### src/rtl/key_filter_2ch.sv
// Two-channel push-button debouncer: active-low raw keys in, clean active-high
// levels and one-cycle press flags out, all registered.
module key_filter_2ch #(
    parameter int unsigned CNT_MAX = 999_999,
    parameter int unsigned CNT_W   = 20
) (
    input  logic       sys_clk,
    input  logic       sys_rst_n,
    input  logic [1:0] key_in,
    output logic       key_a,
    output logic       key_b,
    output logic [1:0] key_flag
);

    localparam int unsigned NCH = 2;

    typedef enum logic [1:0] {
        ST_UP      = 2'd0,
        ST_DN_FILT = 2'd1,
        ST_DOWN    = 2'd2,
        ST_UP_FILT = 2'd3
    } state_t;

    logic [NCH-1:0] sync1;
    logic [NCH-1:0] sync2;
    logic [NCH-1:0] level_vec;
    logic [NCH-1:0] flag_vec;

    // Two-flop synchronizer; idles at 1 (released)
    always_ff @(posedge sys_clk) begin
        if (!sys_rst_n) begin
            sync1 <= {NCH{1'b1}};
            sync2 <= {NCH{1'b1}};
        end else begin
            sync1 <= key_in;
            sync2 <= sync1;
        end
    end

    for (genvar ch = 0; ch < NCH; ch++) begin : g_ch
        state_t           state;
        state_t           state_nxt;
        logic [CNT_W-1:0] cnt;
        logic [CNT_W-1:0] cnt_nxt;
        logic             level_c;
        logic             flag_c;
        logic             level_q;
        logic             flag_q;
        logic             hit_max;

        assign hit_max = (cnt == CNT_W'(CNT_MAX));

        // State and counter register
        always_ff @(posedge sys_clk) begin
            if (!sys_rst_n) begin
                state <= ST_UP;
                cnt   <= '0;
            end else begin
                state <= state_nxt;
                cnt   <= cnt_nxt;
            end
        end

        // Next state; entering a FILT state counts as the first sample (cnt=1)
        always_comb begin
            state_nxt = state;
            cnt_nxt   = cnt;
            case (state)
                ST_UP: begin
                    if (!sync2[ch]) begin
                        state_nxt = ST_DN_FILT;
                        cnt_nxt   = CNT_W'(1);
                    end
                end
                ST_DN_FILT: begin
                    if (sync2[ch]) begin
                        state_nxt = ST_UP;
                        cnt_nxt   = '0;
                    end else if (hit_max) begin
                        state_nxt = ST_DOWN;
                        cnt_nxt   = '0;
                    end else begin
                        cnt_nxt = cnt + CNT_W'(1);
                    end
                end
                ST_DOWN: begin
                    if (sync2[ch]) begin
                        state_nxt = ST_UP_FILT;
                        cnt_nxt   = CNT_W'(1);
                    end
                end
                ST_UP_FILT: begin
                    if (!sync2[ch]) begin
                        state_nxt = ST_DOWN;
                        cnt_nxt   = '0;
                    end else if (hit_max) begin
                        state_nxt = ST_UP;
                        cnt_nxt   = '0;
                    end else begin
                        cnt_nxt = cnt + CNT_W'(1);
                    end
                end
                default: begin
                    state_nxt = ST_UP;
                    cnt_nxt   = '0;
                end
            endcase
        end

        // Output decode from the upcoming state so outputs change with the state
        always_comb begin
            level_c = 1'b0;
            flag_c  = 1'b0;
            if ((state_nxt == ST_DOWN) || (state_nxt == ST_UP_FILT)) begin
                level_c = 1'b1;
            end
            if ((state == ST_DN_FILT) && (state_nxt == ST_DOWN)) begin
                flag_c = 1'b1;
            end
        end

        always_ff @(posedge sys_clk) begin
            if (!sys_rst_n) begin
                level_q <= 1'b0;
                flag_q  <= 1'b0;
            end else begin
                level_q <= level_c;
                flag_q  <= flag_c;
            end
        end

        assign level_vec[ch] = level_q;
        assign flag_vec[ch]  = flag_q;
    end

    assign key_a    = level_vec[0];
    assign key_b    = level_vec[1];
    assign key_flag = flag_vec;

endmodule

### config.mk
export PLATFORM = sky130hd
export DESIGN_NAME = key_filter_2ch
export DESIGN_NICKNAME = d
export VERILOG_FILES = /design/src/rtl/key_filter_2ch.sv
export SDC_FILE = /design/constraint.sdc
export NUM_CORES = 1
export LEC_CHECK = 0
export CELL_PAD_IN_SITES_DETAIL_PLACEMENT = 0
export CELL_PAD_IN_SITES_GLOBAL_PLACEMENT = 1
export CORE_AREA = 5 5 78 80
export DETAILED_ROUTE_END_ITERATION = 6
export DIE_AREA = 0 0 83 85
export PLACE_DENSITY_LB_ADDON = 0.1
export RECOVER_POWER = 50
export SKIP_CTS_REPAIR_TIMING = 1
export SYNTH_ARGS = -nofsm -noshare
export SYNTH_HDL_FRONTEND = slang
export SYNTH_SLANG_ARGS = --single-unit
export TNS_END_PERCENT = 50
### constraint.sdc
create_clock -name sys_clk -period 4.35 [get_ports sys_clk]
set_clock_uncertainty 0.05 [all_clocks]
set_input_delay 0.435 -clock sys_clk [delete_from_list [all_inputs] [get_ports sys_clk]]
set_output_delay 0.435 -clock sys_clk [all_outputs]
set_load 0.03 [all_outputs]
==> results.ini <==
[clocking]
cts_made_buffers = 5
cts_tree = built
clk_pin_slew_worst_paths_ns = 0.10
cts_num_sinks = 51
clock_path_buffers = 2
clock_tree.htree_level_count = 2
cts_root_buf = sky130_fd_sc_hd__clkbuf_8
insertion_delay_ns = 0.31

[power_and_ir_drop]
vdd_drop_max_v = 0.000168
power.density_cell_area_nw_per_um2 = 290
p_leak_nw = 0.964

[cells_and_area]
n_antenna_cell = 0
layout_net_count = 305
final_layout_size_suffix_gt1_share_pct = 6.67
flow.area_growth_from_synthesis_pct = 5.66

[die]
row_count = 27
io-pin-count = 8
fp.dieW_um = 83
floorplan.initialDensity_pct = 48.4
design.core.area_sq_um = 5340
die-height_um = 85
die_area_sq_um = 7060

[sta]
final-hold-violation-count = 0
finalWorstPathRequiredPeriod_ns = 2.54
post_route_setup_tns_ns = 0
timing.hold.ws_ns = 0.364
total_count_of_max_transition_violations_in_the_final_report = 0
setup_repair_after_global_routing_missed_its_margin = false
slew_headroom_pct = 41.9
setup_viol = 0
worst-slew-pin-transition_ns = 0.866
max_freq_mhz = 393
share_of_the_clock_period_used_by_the_worst_path_after_layout_pct = 58.5

[detailed_routing]
drt_iter0_drc = 83
route.detailed.drc = 0
route.final.wire_length_um = 5520
vias = 2100
final_antenna_net_count = 0
vias_per_cell = 5.65
drt-wirelength-per-cell_um = 14.8
drt_pre_antenna_iters = 4

[synthesis]
seq_area_frac_synth_pct = 39.5
synthesis.instances = 297
synth_top_area_share_pct = 39.5
synth_top_cell_by_area = sky130_fd_sc_hd__dfxtp_1
synthMostInstantiatedCell = sky130_fd_sc_hd__dfxtp_1
synth_area_per_cell_sq_um = 8.70
synth_nets = 303
cells_taking_the_most_area_after_synthesis = sky130_fd_sc_hd__dfxtp_1, sky130_fd_sc_hd__nor2_1, sky130_fd_sc_hd__xor2_1
synth_cell_types = 55
synthesis.area_sq_um = 2580
post_synth_arst_share_pct = 0
synth-seq-cells = 51
postSynth.topFlopCell = sky130_fd_sc_hd__dfxtp_1
synth-edff-count = 0
synth.top_cells.by_count = sky130_fd_sc_hd__dfxtp_1, sky130_fd_sc_hd__nor2_1, sky130_fd_sc_hd__nand2_1
yosys_warnings = 0

[global_routing]
grt_start_max_net_pins = 17
grt_pass1_wl_um = 9850
grt_antenna_before_repair = 0
grt_pass1_vias = 2097
grt.overflow.total = 0
grt_use_total_pct = 16.9

[flow_run]
max_cap_violations = 0

[placed_design]
port_buffers = 7
dpl.hpwl_um = 4050
globalplace.congestion = 0.790

[worst_setup_path]
critical_path_peak_fanout = 10
arrival_ns = 2.69
rrSetupSlack_ns = 1.81
critical_path.endpoint_type = register
r2r-start = g_ch[0].cnt[0]$_SDFFE_PN0P_
crit_path_top_delay_cell = sky130_fd_sc_hd__nor4_1
category_of_the_critical_setup_timing_path = reg2reg
r2r_end = g_ch[0].cnt[17]$_SDFFE_PN0P_
crit_path_start_kind = register
crit_path_cell_trace = ha_1, nand2_1, nor4_1, a31o_1, a21o_1, nor2_1
cp_data_required_time_ns = 4.50
timing.critical_path.slowest_cell_delay_ns = 0.71
timing.reg2reg.worst_path_depth = 6

[worst_hold_path]
timing.hold.worst.start = sync1[1]$_SDFF_PN1_
timing.hold.worst_endpoint = sync2[1]$_SDFF_PN1_
hold_path_class = reg2reg
worst_hold_path.num_cells = 1

[run_status]
run_status = completed

[power by group]
group          total (W)  switching [W]  internal (W)
combinational  0.0000297      0.0000199    0.00000980
sequential      0.000473     0.00000336      0.000470
clock           0.000290       0.000160      0.000130
[sequential cells by signal, indices dropped and copies added (netlist names)]
register / flops
g_ch.cnt: 40
g_ch.flag_q: 2
g_ch.state: 4
key_a: 1
sync1: 2
sync2: 2
[critical path, delay by kind of cell, from the launching register on]
| kind | cells | cell delay (ns) |
|---|---|---|
| adders and majority gates | 1 | 0.23 |
| DFF | 1 | 0.38 |
| and+or+nand+nor | 3 | 0.99 |
| AOI/OAI and AO/OA | 2 | 0.78 |
[kinds of logic (layout without fill, tap and decap cells)]
group	after synthesis	after routing	share of synthesized area [%]
multiplexers	3	3	1.21
AND/OR/NAND/NOR	148	148	33.6
buffers and inverters	19	22	3.92
adder cells (fa/ha/maj)	2	2	0.968
flip-flops	51	51	39.5
AO/OA/AOI/OAI	52	52	12.6
XOR/XNOR	22	22	8.18
[through the flow]
stage / worst slack, ns / power [W] / util [%] / area (sq um) / instances
3_5_place_dp: 1.82 / 0.000515 / 50.0 / 2670 / 364
4_1_cts: 2.14 / 0.000806 / 51.9 / 2770 / 372
3_3_place_gp: 1.87 / 0.000514 / 50.0 / 2670 / 364
5_1_grt: 1.57 / 0.000829 / 51.2 / 2730 / 372
6_report: 1.81 / 0.000793 / 51.2 / 2730 / 372
2_1_floorplan: 2.48 / 0.000506 / - / 2580 / 297
[placed cells by master (no fill, tap or decap), drive strengths merged, types with 2 or more instances in the layout]
cell type      synthesis  layout
or4                    4       4
inv                    7       7
dfxtp                 51      51
nand3                 20      20
ha                     2       2
nand4bb                2       2
nor4                  10      10
nor4b                  3       3
nor3                   4       4
xor2                  16      16
xnor2                  6       6
a31oi                  5       5
nand4b                 5       5
nand4                 15      15
a21oi                 16      16
o21ai                 16      16
a22oi                  4       4
and2                   2       2
nand2                 21      21
and3                   3       3
clkdlybuf4s50          0       2
clkbuf                 5       6
a31o                   2       2
a211oi                 2       2
dlygate4sd3            0       5
a21o                   3       3
nor2                  44      44
nand2b                 5       5
or3                    3       3
mux2i                  2       2
[worst max-delay path by stage]
stage                                           start                            to  slack [ns]
final                     g_ch[0].cnt[0]$_SDFFE_PN0P_  g_ch[0].cnt[17]$_SDFFE_PN0P_        1.81
after global routing      g_ch[0].cnt[0]$_SDFFE_PN0P_  g_ch[0].cnt[15]$_SDFFE_PN0P_        1.57
after CTS                                   sys_rst_n  g_ch[0].cnt[17]$_SDFFE_PN0P_        2.14
after detailed placement                    sys_rst_n  g_ch[0].cnt[14]$_SDFFE_PN0P_        1.82
after global placement                      sys_rst_n  g_ch[0].cnt[14]$_SDFFE_PN0P_        1.87
after floorplan           g_ch[1].state[1]$_SDFF_PN0_  g_ch[1].cnt[17]$_SDFFE_PN0P_        2.48
[layer usage]
metal	GRT usage [%]	up-vias	part of all wire [%]
li1	-	1084	-
met4	5.50	0	1.2
met5	0	-	0
met3	3.20	5	2.2
met2	30.9	18	52
met1	19.8	993	45
[area by class of cell]
class	count	area [sq um]
repair buffers	7	70.1
well taps	72	90.1
clock inverters	2	16.3
inverters	7	26.3
multi-input cells	227	1430
fillers	566	2610
flip-flops and latches	51	1020
clock buffers	6	82.6
No activity file was read; power rests on OpenSTA's default activity.
